## src/rtl/riscv_lsu.sv

```systemverilog
// rtl/riscv_lsu.sv - RV32I MEM-stage load/store unit with req/gnt/rvalid data bus
package riscv_lsu_pkg;
    typedef struct packed {
        logic reg_write;
        logic mem_read;
        logic mem_write;
        logic mem_to_reg;
    } ctrl_t;

    typedef struct packed {
        logic [31:0] instr;
        logic [31:0] alu_result;
        logic [31:0] rs2_data;
        ctrl_t       ctrl;
    } ex_mem_t;
endpackage

module riscv_lsu
    import riscv_lsu_pkg::*;
#(
    parameter int unsigned TIMEOUT_CYCLES = 255
) (
    input  logic        clk,
    input  logic        rst,
    input  logic        ex_mem_valid_i,
    input  ex_mem_t     ex_mem_i,
    output logic        stall_o,
    output logic        done_o,
    output logic [31:0] load_data_o,
    output logic        err_o,
    output logic        dmem_req_o,
    output logic        dmem_we_o,
    output logic [31:0] dmem_addr_o,
    output logic [3:0]  dmem_be_o,
    output logic [31:0] dmem_wdata_o,
    input  logic        dmem_gnt_i,
    input  logic        dmem_rvalid_i,
    input  logic [31:0] dmem_rdata_i
);
    typedef enum logic [1:0] {S_IDLE, S_REQ, S_RESP, S_DONE} state_t;

    state_t      state;
    logic [31:0] addr_q;
    logic [3:0]  be_q;
    logic [31:0] wdata_q;
    logic        we_q;
    logic [2:0]  f3_q;
    logic [1:0]  off_q;
    logic [31:0] cnt;
    logic        err_q;
    logic [31:0] load_data_q;

    logic        rd, wr, mem_op, width_ok, misaligned, accept, reject, tmo;
    logic [2:0]  f3;
    logic [1:0]  off;
    logic [3:0]  be_nxt;
    logic [31:0] wdata_nxt;
    logic [31:0] rshift;
    logic [31:0] load_fmt;

    logic unused_bits;
    assign unused_bits = ^{ex_mem_i.instr[31:15], ex_mem_i.instr[11:0],
                           ex_mem_i.ctrl.reg_write, ex_mem_i.ctrl.mem_to_reg};

    always_comb begin
        rd     = ex_mem_i.ctrl.mem_read;
        wr     = ex_mem_i.ctrl.mem_write;
        f3     = ex_mem_i.instr[14:12];
        off    = ex_mem_i.alu_result[1:0];
        mem_op = ex_mem_valid_i & (rd | wr);
        case (f3)
            3'b000, 3'b001, 3'b010: width_ok = 1'b1;
            3'b100, 3'b101:         width_ok = rd;
            default:                width_ok = 1'b0;
        endcase
        misaligned = ((f3[1:0] == 2'b01) & off[0]) |
                     ((f3[1:0] == 2'b10) & (off != 2'b00));
        accept = (state == S_IDLE) & mem_op & width_ok & ~(rd & wr) & ~misaligned;
        reject = (state == S_IDLE) & mem_op & ~(width_ok & ~(rd & wr) & ~misaligned);
        case (f3[1:0])
            2'b00:   be_nxt = 4'b0001 << off;
            2'b01:   be_nxt = 4'b0011 << off;
            default: be_nxt = 4'b1111;
        endcase
        if (rd)
            be_nxt = 4'b1111;
        case (f3[1:0])
            2'b00:   wdata_nxt = {4{ex_mem_i.rs2_data[7:0]}};
            2'b01:   wdata_nxt = {2{ex_mem_i.rs2_data[15:0]}};
            default: wdata_nxt = ex_mem_i.rs2_data;
        endcase
    end

    // Lane select uses the offset latched at accept, not the live EX/MEM address.
    always_comb begin
        rshift = dmem_rdata_i >> {off_q, 3'b000};
        case (f3_q)
            3'b000:  load_fmt = {{24{rshift[7]}}, rshift[7:0]};
            3'b001:  load_fmt = {{16{rshift[15]}}, rshift[15:0]};
            3'b100:  load_fmt = {24'b0, rshift[7:0]};
            3'b101:  load_fmt = {16'b0, rshift[15:0]};
            default: load_fmt = dmem_rdata_i;
        endcase
    end

    assign tmo = (TIMEOUT_CYCLES != 0) && (cnt >= TIMEOUT_CYCLES - 1);

    always_ff @(posedge clk) begin
        if (rst) begin
            state       <= S_IDLE;
            addr_q      <= '0;
            be_q        <= '0;
            wdata_q     <= '0;
            we_q        <= 1'b0;
            f3_q        <= '0;
            off_q       <= '0;
            cnt         <= '0;
            err_q       <= 1'b0;
            load_data_q <= '0;
        end else begin
            case (state)
                S_IDLE: begin
                    if (accept) begin
                        addr_q  <= {ex_mem_i.alu_result[31:2], 2'b00};
                        be_q    <= be_nxt;
                        wdata_q <= wdata_nxt;
                        we_q    <= wr;
                        f3_q    <= f3;
                        off_q   <= off;
                        cnt     <= '0;
                        err_q   <= 1'b0;
                        state   <= S_REQ;
                    end
                end
                S_REQ: begin
                    cnt <= cnt + 32'd1;
                    if (dmem_gnt_i) begin
                        state <= S_RESP;
                    end else if (tmo) begin
                        err_q       <= 1'b1;
                        load_data_q <= '0;
                        state       <= S_DONE;
                    end
                end
                S_RESP: begin
                    cnt <= cnt + 32'd1;
                    if (dmem_rvalid_i) begin
                        if (!we_q)
                            load_data_q <= load_fmt;
                        state <= S_DONE;
                    end else if (tmo) begin
                        err_q       <= 1'b1;
                        load_data_q <= '0;
                        state       <= S_DONE;
                    end
                end
                S_DONE:  state <= S_IDLE;
                default: state <= S_IDLE;
            endcase
        end
    end

    assign stall_o      = accept | (state == S_REQ) | (state == S_RESP);
    assign done_o       = (state == S_DONE) | reject;
    assign err_o        = ((state == S_DONE) & err_q) | reject;
    assign dmem_req_o   = (state == S_REQ);
    assign dmem_we_o    = we_q;
    assign dmem_addr_o  = addr_q;
    assign dmem_be_o    = be_q;
    assign dmem_wdata_o = wdata_q;
    assign load_data_o  = load_data_q;
endmodule

```

## config.mk

```make
export PLATFORM = sky130hd
export DESIGN_NAME = riscv_lsu
export DESIGN_NICKNAME = d
export VERILOG_FILES = /design/src/rtl/riscv_lsu.sv
export SDC_FILE = /design/constraint.sdc
export NUM_CORES = 1
export LEC_CHECK = 0
export BUFFER_PORTS_ARGS = -buffer_cell sky130_fd_sc_hd__buf_2
export CORE_MARGIN = 1
export CORE_UTILIZATION = 45
export DETAILED_ROUTE_END_ITERATION = 10
export PLACE_DENSITY = 0.83
export SLEW_MARGIN = 20
export SYNTH_ARGS = -nofsm -noshare
export SYNTH_HDL_FRONTEND = slang
export SYNTH_SLANG_ARGS = --single-unit
```

## constraint.sdc

```tcl
create_clock -name clk -period 2.1 [get_ports clk]
set_input_delay 0.21 -clock clk [delete_from_list [all_inputs] [get_ports clk]]
set_output_delay 0.21 -clock clk [all_outputs]
set_load 0.05 [all_outputs]
```

---- Word-level counts from Yosys, hierarchy flattened ----
Index checks and enable logic that the tools add are counted.
word-level totals
  bits in registers ....................... 139
  input bits .............................. 137
  output and inout bits ................... 105
cells by class
  equality and inequality tests ........... 16
  $lt $le $gt $ge ......................... 1
  muxes and demuxes ....................... 22
  add/subtract/negate cells ............... 1
  bitwise gates (word level) .............. 21
  reduce and logical (&&, ||, !) cells .... 15
  shifts and indexed selects .............. 3
operators by type and width
  operator                                                                               number
  32-bit one-hot mux with 2 select lines                                                 3
  32-bit 2-to-1 mux                                                                      5
  32-bit one-hot mux with 4 select lines                                                 1
  32-bit by 1-bit adder with 32-bit output (second input constant)                       1
  32-bit by 8-bit greater-or-equal comparator with 1-bit output (second input constant)  1
  32-bit by 5-bit >> shifter with 16-bit output                                          1
  1-bit bitwise AND                                                                      12
  3-bit equality test (second input constant)                                            4
  2-bit 2-to-1 mux                                                                       4
  2-bit one-hot mux with 4 select lines                                                  1
  4-bit one-hot mux with 2 select lines                                                  1
  2-bit equality test (second input constant)                                            3
  3-bit by 1-bit equality test with 1-bit output (second input constant)                 2
  3-bit zero test                                                                        2
  2-bit != test (second input constant)                                                  3
  1-bit bitwise OR                                                                       6
  2-bit nonzero test                                                                     3
  2-bit by 1-bit equality test with 1-bit output (second input constant)                 2
  2-bit zero test                                                                        2
  1-bit 2-to-1 mux                                                                       4
  4-bit 2-to-1 mux                                                                       1
  2-bit AND reduction                                                                    2
  4-bit AND reduction                                                                    1
  2-bit OR reduction                                                                     2
  10 further kinds                                                                       12

---- Longest topological paths before layout ----
Gate-level depths: netlist of the first run.
  word-level depth ........................ 8
  depth in mapped cells ................... 8
  mapped depth without buffers ............ 7

---- Worst setup path before layout of the first run ----
OpenSTA, ideal clock, no wires.
  path type ............................... register -> register
  from .................................... register state[1]
  to ...................................... register load_data_q[22], in the netlist load_data_o[22]
  buffers on the path ..................... 1
  stages on the path, launching flop included .. 8
  slack ................................... -0.455 ns
  setup time .............................. 0.061 ns
  data arrival time ....................... 2.495 ns
  cell sequence ........................... dfxtp_1 -> inv_1 -> ha_1 -> and2_1 -> nor4b_2 -> nor4b_2 -> clkbuf_1 -> a221o_1
on the way
  longest elaborated chain between the ends .. 3
RTL lines
  item                                                                         line  text
  start, declared                                                              42    state_t state;
  start signal, assigned                                                       110   state <= S_IDLE;
  start signal, assigned                                                       132   state <= S_REQ;
  start signal, assigned                                                       138   state <= S_RESP;
  2-bit by 1-bit equality test with 1-bit output *                             n/a
  named net dmem_req_o                                                         31    output logic dmem_req_o,
  2-bit != test (no source line) / 2-bit nonzero test (equally long branches)  n/a
  3-bit AND reduction (no source line)                                         n/a
  end signal, assigned                                                         149   load_data_q <= load_fmt;
  end, declared                                                                51    logic [31:0] load_data_q;
Mark *: on every way through the listed nets, which the timed path passes. The rest lies on a longest branch.
A chain may end at the register's enable or synchronous reset.

---- Worst setup path in the final report of the first run ----
  from .................................... register state[1]
  to ...................................... output done_o
on the way
  longest elaborated chain between the ends .. 4
RTL lines
  item                             line  text
  2-bit zero test                  79    reject = (state == S_IDLE) & mem_op & ~(width_ok & ~(rd & wr) & ~misaligned);
  1-bit bitwise AND (2 in series)  79
  1-bit bitwise OR *               164   assign done_o = (state == S_DONE) | reject;
  end, declared                    28    output logic done_o,
Every way passes the cells marked *; elsewhere a longest branch is shown, timed or not.

==> impl_metrics.py, run 1 <==
metrics = {
    "cells_and_area": {
        "layout.filler_cells": 1250,
        "nets": 1134,
        "post_route_cells_drive_above_1_share_pct": 29.2,
        "area_overhead_of_the_layout_relative_to_synthesis_pct": 30.6,
        "multiInputGateArea_um2": 3430,
        "ff_latch_area_um2": 2780,
        "finalInstanceArea_um2": 8450,
    },
    "synth": {
        "yosys-top-cells-area": "dfxtp_1 43%, nand2_1 8.5%, a21oi_1 7.1%, o21ai_0 4.4%, mux2i_1 3.9%",
        "synth.most_common_cell": "nand2_1",
        "synth-seq-area-share_pct": 43.0,
        "synthesis.area_um2": 6470,
        "synth_enable_flop_cells": 0,
        "netlist-cell-type-count": 58,
        "synth-main-ff-cell": "dfxtp_1",
        "ys_ff_latch": 139,
        "post-synth-top-area-cell": "dfxtp_1",
        "yosys.area.top_type_share_pct": 43.0,
        "mean_instance_size_in_the_synthesized_netlist_um2": 8.22,
        "synth-async-reset-ratio_pct": 0,
        "synthTopCellsByCount": "146 x nand2_1, 139 x dfxtp_1, 92 x a21oi_1",
        "yosysWarnings": 0,
        "syn_inst": 787,
    },
    "floorplanning": {
        "placement_rows": 43,
        "io_pins": 242,
        "floorplan.die.width_um": 122,
        "floorplan.initialDensity_pct": 46.4,
        "die-height_um": 122,
        "placeableCoreArea_um2": 13900,
        "floorplan.die_area_um2": 14900,
    },
    "routing": {
        "route.detailed.drc": 0,
        "dr.first_iter.drc_count": 418,
        "ant_nets": 0,
        "route.detailed.vias_per_inst": 5.53,
        "via_count": 6543,
        "wirelength_um": 18600,
        "detailedRoute.firstPassIterationCount": 5,
        "wl_per_cell_um": 15.7,
    },
    "clock_tree": {
        "cts.reportedPaths.clkPinSlew_ns": 0.06,
        "htreeDepth": 4,
        "max-clock-path-buffers": 2,
        "insertion_delay_ns": 0.42,
        "cts_root_buffer": "clkbuf_16",
        "clock_sink_count": 139,
        "tritoncts.num_buffers": 17,
        "tritoncts": "yes",
    },
    "timing": {
        "finalClockSkew_ns": 0.00772,
        "timing.final.crit_share_pct": 97.2,
        "setup-tns-final_ns": 0,
        "max_slew.worst_pin.slew_ns": 0.849,
        "worst_case_headroom_to_the_max_slew_limit_pct": 43.3,
        "slew_violations": 0,
        "final_hold_violations": 0,
        "fin_worst_hold_slack_ns": 0.0163,
        "finalWorstPathRequiredPeriod_ns": 2.04,
        "max_clock_freq_mhz": 490,
        "setup_viol": 0,
    },
    "min_path": {
        "hold_end": "dmem_addr_o[19]",
        "worstHoldPathCells": 3,
        "min_path_type": "in2reg",
        "min_from": "ex_mem_i[55]",
    },
    "global_route": {
        "grt_max_degree": 65,
        "globalRoute.totalOverflow": 0,
        "grt_first_pass_wirelength_um": 29600,
        "overall_global_routing_resource_usage_pct": 25.4,
        "antenna_violations_before_repair": 0,
        "via_count_of_the_first_global_routing_pass": 6108,
    },
    "setup_path": {
        "r2r_start": "cnt[8]",
        "timing.reg2reg.setup_slack_ns": 0.10,
        "critPathArrivalTime_ns": 1.83,
        "worstSetupEndpointType": "primary output",
        "critPathRequiredTime_ns": 1.89,
        "reg2reg_to": "load_data_o[27]",
        "critPathKind": "reg2out",
        "path_max_fanout": 6,
        "reg2regPathDepth": 6,
        "timing.critical_path.from_type": "register",
        "worstSetupStartpoint": "state[1]",
    },
    "run_status": {
        "run_status": "complete, no violations",
    },
    "place": {
        "place.gp.congestion": 0.874,
        "detailedPlacementHpwl_um": 13300,
        "place.port_buffers": 208,
        "placedInstanceArea_um2": 7820,
    },
    "power_and_ir_drop": {
        "worst_ir_drop_vdd_mv": 0.863,
        "cellPowerDensity_nw_per_um2": 930,
        "power.leakage_nw": 3.50,
    },
    "flow_run": {
        "maxCapViolCount": 0,
    },
}
through the flow:
stage	power (W)	worst slack, ns	instances	utilization (%)
6_report	0.00786	0.0586	1183	60.6
3_5_place_dp	0.00493	-0.00205	1149	56.1
5_1_grt	0.00820	-0.0336	1182	60.6
4_1_cts	0.00789	0.0291	1182	60.5
2_1_floorplan	0.00434	0.0115	788	-
3_3_place_gp	0.00489	0.0557	1149	56.1
cell families (layout without fill, tap and decap cells):
family	count (synthesis)	count (layout)	synth area share [%]
compound gates	256	256	25.7
fa+ha+maj	8	8	1.55
buf+inv	79	293	4.87
flops	139	139	43.0
mux	28	28	4.56
other cells	1	3	0.0580
simple gates	276	276	20.2
critical path, stage by stage (launching register included):
cell      delay [ns]
dfxtp_2         0.32
inv_1           0.15
ha_4            0.17
buf_4           0.13
o211ai_1        0.12
nor2_1          0.20
or2_4           0.17
buf_6           0.15
cells in the final DEF (no fill, tap or decap), drive strengths merged, types with 3 or more instances in the layout:
cell type / count
and2: 9
a22oi: 7
clkinv: 3
nor4: 8
nand4: 15
a311oi: 12
o41ai: 3
clkbuf: 19
o21ai: 58
buf: 240
ha: 8
or4: 10
clkinvlp: 3
o31ai: 10
a21oi: 92
a221o: 16
or2: 3
or3: 15
nand2: 146
dfxtp: 139
nor2: 37
o22ai: 6
o2bb2ai: 15
and4: 3
mux2i: 25
nand3: 16
or4b: 4
a211oi: 18
inv: 27
sequential cells by signal, summed over array words and instances, names as in the netlist:
signal and count:
dmem_wdata_o 32, f3_q 3, dmem_addr_o 30, dmem_we_o 1
err_q 1, load_data_o 32, cnt 32, state 2
dmem_be_o 4, off_q 2
power breakdown:
group          total [W]  internal (W)  switching [W]  leakage (nW)
sequential       0.00293       0.00283       0.000101          1.12
combinational    0.00199      0.000601        0.00139          2.10
clock            0.00294       0.00172        0.00122         0.281
total            0.00786       0.00515        0.00271          3.50
how the worst max path moves through the flow:
stage	slack [ns]	end
after floorplan	0.01	load_data_o[22]
after global placement	0.06	load_data_o[28]
after detailed placement	-0.002	load_data_o[27]
after CTS	0.03	load_data_o[27]
after global routing	-0.03	done_o
final	0.06	done_o
layer usage:
| metal | share of wire [%] | up-vias | GRT usage (%) |
|---|---|---|---|
| met4 | 2.5 | 0 | 9.49 |
| met5 | 0 | - | 0 |
| met1 | 41 | 2985 | 31.0 |
| met2 | 48 | 236 | 40.1 |
| met3 | 8.6 | 44 | 9.97 |
| li1 | - | 3278 | - |
area by class of cell:
| type | count | share of cell area [%] |
|---|---|---|
| Antenna cell | 1 | 0.0296 |
| Clock buffer | 19 | 5.36 |
| Clock inverter | 13 | 1.57 |
| Inverter | 21 | 0.933 |
| Multi-Input combinational cell | 570 | 40.6 |
| Sequential cell | 139 | 32.9 |
| Tap cell | 180 | 2.67 |
| Timing Repair Buffer | 240 | 15.9 |
timing repair:
action / in CTS / in global routing
setup buffers: 1 / 0
endpoints found under the setup margin: 16 / 34
hold buffers: 0 / 0
gates resized for setup: 6 / 4
pin swaps: 1 / 1
No activity file was read; power rests on OpenSTA's default activity.
==> run 2: changes to the inputs <==
--- a/config.mk
+++ b/config.mk
@@ -9,6 +9,7 @@
 export CORE_MARGIN = 1
 export CORE_UTILIZATION = 45
 export DETAILED_ROUTE_END_ITERATION = 10
+export HOLD_SLACK_MARGIN = 0.05
 export PLACE_DENSITY = 0.83
 export SLEW_MARGIN = 20
 export SYNTH_ARGS = -nofsm -noshare
==> impl_metrics.py, run 2 (synthesis results as in run 1) <==
metrics = {
    "cells_and_area": {
        "multiInputGateArea_um2": 3430,
        "post_route_cells_drive_above_1_share_pct": 28.2,
        "layout.filler_cells": 1184,
        "area_overhead_of_the_layout_relative_to_synthesis_pct": 36.2,
        "layout.cells.most_common_list": "206 x buf_2, 145 x nand2_1, 138 x dfxtp_1, 91 x a21oi_1, 57 x o21ai_0",
        "ff_latch_area_um2": 2780,
        "nets": 1170,
        "final_common_cell": "buf_2",
    },
    "routing": {
        "ant_nets": 0,
        "wirelength_um": 20200,
        "wl_per_cell_um": 16.5,
        "dr.first_iter.drc_count": 432,
        "route.detailed.drc": 0,
        "detailedRoute.firstPassIterationCount": 6,
        "route.detailed.vias_per_inst": 5.60,
        "via_count": 6832,
    },
    "floorplanning": {
        "placement_rows": 43,
        "die-height_um": 122,
        "placeableCoreArea_um2": 13900,
        "floorplan.die_area_um2": 14900,
        "floorplan.initialDensity_pct": 46.4,
        "io_pins": 242,
        "floorplan.die.width_um": 122,
    },
    "clock_tree": {
        "cts_root_buffer": "clkbuf_16",
        "cts.reportedPaths.clkPinSlew_ns": 0.06,
        "max-clock-path-buffers": 2,
        "htreeDepth": 4,
        "clock_sink_count": 139,
        "insertion_delay_ns": 0.43,
        "tritoncts.num_buffers": 17,
        "tritoncts": "yes",
    },
    "setup_path": {
        "critPathArrivalTime_ns": 1.81,
        "cpPeakStageDelay_ns": 0.33,
        "timing.reg2reg.setup_slack_ns": 0.09,
        "slowest_stage": "dfxtp_2",
        "path_max_fanout": 6,
        "cpLargestDelayFamily": "buffers and inverters",
        "crit_path_cell_trace": "inv_1, ha_4, buf_4, o211ai_1, nor2_1, or2_4, buf_6",
        "cp.buffers_inverters": 3,
        "critPathKind": "reg2out",
        "critical_path_cell_count": 7,
        "reg2regPathDepth": 6,
        "r2r_start": "cnt[8]",
        "worstSetupEndpointType": "primary output",
        "critPathRequiredTime_ns": 1.89,
        "timing.critical_path.from_type": "register",
        "reg2reg_to": "load_data_o[20]",
    },
    "timing": {
        "finalWorstPathRequiredPeriod_ns": 2.02,
        "max_slew.worst_pin.slew_ns": 0.864,
        "timing.final.crit_share_pct": 96.2,
        "setup-tns-final_ns": 0,
        "setup_viol": 0,
        "finalClockSkew_ns": 0.00898,
        "max_clock_freq_mhz": 495,
        "worst_case_headroom_to_the_max_slew_limit_pct": 42.3,
        "slew_violations": 0,
        "final_hold_violations": 0,
    },
    "flow_run": {
        "maxCapViolCount": 0,
    },
    "min_path": {
        "hold_end": "load_data_o[22]",
        "min_path_type": "in2reg",
        "worstHoldPathCells": 2,
        "min_from": "dmem_rdata_i[22]",
    },
    "place": {
        "detailedPlacementHpwl_um": 13300,
        "place.gp.congestion": 0.874,
        "place.port_buffers": 208,
    },
    "power_and_ir_drop": {
        "worst_ir_drop_vdd_mv": 0.837,
        "clock_power_share_pct": 37.1,
        "total_power_w": 0.00794,
        "pwr-share-comb_pct": 25.9,
        "net-switching-power_w": 0.00275,
        "p_int_w": 0.00519,
        "switching_fraction_of_total_power_pct": 34.6,
        "power.leakage_nw": 3.65,
        "sequentialPowerShare_pct": 36.9,
        "cellPowerDensity_nw_per_um2": 901,
    },
    "global_route": {
        "grt_max_degree": 65,
        "grt_first_pass_wirelength_um": 31600,
        "antenna_violations_before_repair": 1,
        "via_count_of_the_first_global_routing_pass": 6436,
        "globalRoute.totalOverflow": 0,
        "overall_global_routing_resource_usage_pct": 27.3,
    },
    "run_status": {
        "run_status": "complete, no violations",
    },
}
## run 2: repair_timing
item / CTS / global route
pin swaps: 1 / 1
gates resized for setup: 6 / 4
endpoints found under the setup margin: 16 / 34
setup buffers: 1 / 0
endpoints found under the hold margin: 35 / 1
hold buffers: 35 / 1
## run 2: routing by layer
layer,vias up,global-route usage (%),share of wire (%)
met5,-,0,0
met3,56,10.4,8.3
met2,258,43.2,48
met4,0,12.4,3.3
li1,3357,-,-
met1,3161,32.7,40
## run 2: area by class of cell
| cell class | instances | area share (%) |
|---|---|---|
| multi-input cells | 570 | 39.0 |
| flip-flops and latches | 139 | 31.6 |
| repair buffers | 276 | 19.3 |
| clock buffers | 19 | 5.14 |
| well taps | 180 | 2.56 |
| clock inverters | 13 | 1.50 |
| inverters | 21 | 0.894 |
| diodes | 2 | 0.0568 |
## run 2: power groups by stage
stage	combinational (W)	clock, W	sequential (W)
2_1_floorplan	0.000778	0	0.00356
3_3_place_gp	0.00192	0	0.00298
3_5_place_dp	0.00194	0	0.00298
4_1_cts	0.00203	0.00298	0.00293
5_1_grt	0.00219	0.00314	0.00295
6_report	0.00206	0.00295	0.00293
## run 2: worst max path at each step
stage,slack (ns),start,to
2_1_floorplan,0.01,state[1],load_data_o[22]
3_3_place_gp,0.06,state[1],load_data_o[28]
3_5_place_dp,-0.002,state[1],load_data_o[27]
4_1_cts,0.03,state[0],load_data_o[27]
5_1_grt,-0.02,state[1],done_o
6_report,0.08,state[1],done_o
## run 2: stage by stage
step | std cells | instance area [µm²] | hold WS (ns) | utilization [%] | worst slack [ns]
2_1_floorplan | 788 | 6520 | 0.346 | - | 0.0115
4_1_cts | 1217 | 8780 | 0.0515 | 63.0 | 0.0291
6_report | 1220 | 8810 | 0.0710 | 63.2 | 0.0790
3_3_place_gp | 1149 | 7820 | 0.438 | 56.1 | 0.0557
5_1_grt | 1219 | 8810 | 0.0552 | 63.2 | -0.0154
3_5_place_dp | 1149 | 7820 | 0.445 | 56.1 | -0.00205
==> run 3: changes to the inputs <==
==> constraint.sdc (replaced) <==
create_clock -name clk -period 2.1 [get_ports clk]
set_input_delay 0.21 -clock clk [delete_from_list [all_inputs] [get_ports clk]]
set_output_delay 0.21 -clock clk [all_outputs]
set_load 0.005 [all_outputs]
==> impl_metrics.py, run 3 (synthesis results as in run 1) <==
metrics = {
    "run_status": {
        "run_status": "complete, no violations",
    },
    "clock_tree": {
        "max-clock-path-buffers": 2,
        "cts_root_buffer": "clkbuf_16",
        "insertion_delay_ns": 0.43,
        "clock_sink_count": 139,
        "tritoncts.num_buffers": 17,
        "htreeDepth": 4,
        "cts.reportedPaths.clkPinSlew_ns": 0.06,
        "tritoncts": "yes",
        "cts_setup_buffers": 0,
    },
    "setup_path": {
        "critPathRequiredTime_ns": 2.40,
        "r2r_start": "state[1]",
        "critPathKind": "reg2reg",
        "reg2reg_to": "load_data_o[21]",
        "reg2regPathDepth": 7,
        "cpLargestDelayFamily": "compound AO/OA/AOI/OAI gates",
        "cp.buffers_inverters": 2,
        "timing.critical_path.from_type": "register",
        "worstSetupEndpointType": "register",
        "timing.reg2reg.setup_slack_ns": 0.1,
        "crit_path_cell_trace": "buf_4, ha_1, and2_1, a211oi_1, a21oi_2, buf_12, a221o_1",
        "critPathArrivalTime_ns": 2.30,
        "cpPeakStageDelay_ns": 0.36,
        "slowest_stage": "a221o_1",
        "path_max_fanout": 32,
    },
    "timing": {
        "final_hold_violations": 0,
        "worst_case_headroom_to_the_max_slew_limit_pct": 45.4,
        "max_slew.worst_pin.slew_ns": 0.817,
        "setup-tns-final_ns": 0,
        "finalClockSkew_ns": 0.0148,
        "unrepaired_setup_endpoints_after_global_routing": "no",
        "timing.final.crit_share_pct": 95.3,
        "finalWorstPathRequiredPeriod_ns": 2.00,
        "finalWorstSetupSlack_ns": 0.0982,
        "max_clock_freq_mhz": 500,
        "slew_violations": 0,
        "setup_viol": 0,
    },
    "routing": {
        "ant_nets": 0,
        "wirelength_um": 20900,
        "route.detailed.vias_per_inst": 5.75,
        "wl_per_cell_um": 17.1,
        "route.detailed.drc": 0,
        "dr.first_iter.drc_count": 645,
        "via_count": 7031,
        "detailedRoute.firstPassIterationCount": 7,
    },
    "power_and_ir_drop": {
        "total_power_w": 0.00730,
        "worst_ir_drop_vdd_mv": 0.874,
        "cellPowerDensity_nw_per_um2": 826,
        "power.leakage_nw": 3.68,
    },
    "global_route": {
        "grt_max_degree": 58,
        "via_count_of_the_first_global_routing_pass": 6555,
        "globalRoute.totalOverflow": 0,
        "antenna_violations_before_repair": 1,
        "grt_first_pass_wirelength_um": 32500,
        "overall_global_routing_resource_usage_pct": 28.3,
    },
    "cells_and_area": {
        "final_cells": 1223,
        "finalInstanceArea_um2": 8840,
        "post_route_cells_drive_above_1_share_pct": 28.2,
        "final_common_cell": "buf_2",
        "layout.cells.most_common_list": "208 x buf_2, 145 x nand2_1, 137 x dfxtp_1, 91 x a21oi_1, 57 x o21ai_0",
        "nets": 1174,
        "area_overhead_of_the_layout_relative_to_synthesis_pct": 36.6,
        "layout.filler_cells": 1136,
    },
    "min_path": {
        "min_path_type": "in2reg",
        "min_from": "ex_mem_i[9]",
        "worstHoldPathCells": 3,
        "hold_end": "dmem_wdata_o[5]",
    },
    "place": {
        "detailedPlacementHpwl_um": 13400,
        "placedInstanceArea_um2": 7850,
        "place.port_buffers": 208,
        "dpl.cell_count": 1153,
        "pre_cts_slack_ns": 0.0374,
        "place.gp.congestion": 0.882,
    },
    "floorplanning": {
        "placement_rows": 43,
        "placeableCoreArea_um2": 13900,
        "io_pins": 242,
        "floorplan.die_area_um2": 14900,
        "floorplan.die.width_um": 122,
        "die-height_um": 122,
        "floorplan.initialDensity_pct": 46.4,
    },
    "flow_run": {
        "maxCapViolCount": 0,
    },
}
-- run 3: cell types whose count changed in the layout (fill, tap and decap cells not counted), sizes merged --
cell / previous run / this run
buf: 240 / 243
dlygate4sd3: 36 / 37
diode: 2 / 1
-- run 3: repair_timing --
| item | 4_1_cts | 5_1_grt |
|---|---|---|
| endpoints found under the hold margin | 37 | 0 |
| endpoints found under the setup margin | 2 | 6 |
| resized for setup | 5 | 3 |
| hold buffers | 37 | 0 |
| cloned | 0 | 0 |
-- run 3: power breakdown --
group | internal [W] | switching, W | leakage [nW]
combinational | 0.000631 | 0.000762 | 2.27
sequential | 0.00283 | 0.000114 | 1.13
clock | 0.00172 | 0.00124 | 0.282
-- run 3: layout make-up --
cell class                 instances  area (µm²)  area share [%]
tap                              180         225            2.55
timing repair buffer             280        1750            19.8
multi-input combinational        570        3410            38.6
inverter                          21        78.8           0.892
clock inverter                    13         131            1.49
clock buffer                      19         453            5.13
sequential                       139        2790            31.5
antenna                            1        2.50          0.0283
-- run 3: worst max path at each step --
| stage | from | end | cells after the start | slack, ns |
|---|---|---|---|---|
| 6_report | state[1] | load_data_o[21] | 7 | 0.1 |
| 5_1_grt | state[1] | stall_o | 8 | 0.003 |
| 4_1_cts | state[0] | stall_o | 8 | 0.002 |
| 3_5_place_dp | state[0] | cnt[28] | 7 | 0.04 |
| 3_3_place_gp | state[0] | cnt[24] | 7 | 0.10 |
| 2_1_floorplan | state[1] | load_data_o[27] | 7 | 0.07 |
-- run 3: per-stage QoR --
stage	util, %	hold WS, ns
final	63.4	0.0657
after global routing	63.4	0.0557
after CTS	63.3	0.0526
after detailed placement	56.4	0.444
after global placement	56.4	0.438
after floorplan	-	0.346
-- run 3: per-layer routing --
layer / part of all wire [%] / vias to the layer above / global-route usage, % / wire (µm)
li1: - / 3364 / - / -
met1: 38 / 3242 / 33.5 / 8050
met2: 48 / 354 / 46.0 / 10100
met3: 9.3 / 71 / 9.83 / 1950
met4: 3.8 / 0 / 12.3 / 795
met5: 0 / - / 0 / 0
-- run 3: tightest hold or removal path: cells and delay by family --
family	cells	cell delay [ns]
buf+inv	1	0.12
simple gates	1	0.05
compound gates	1	0.05
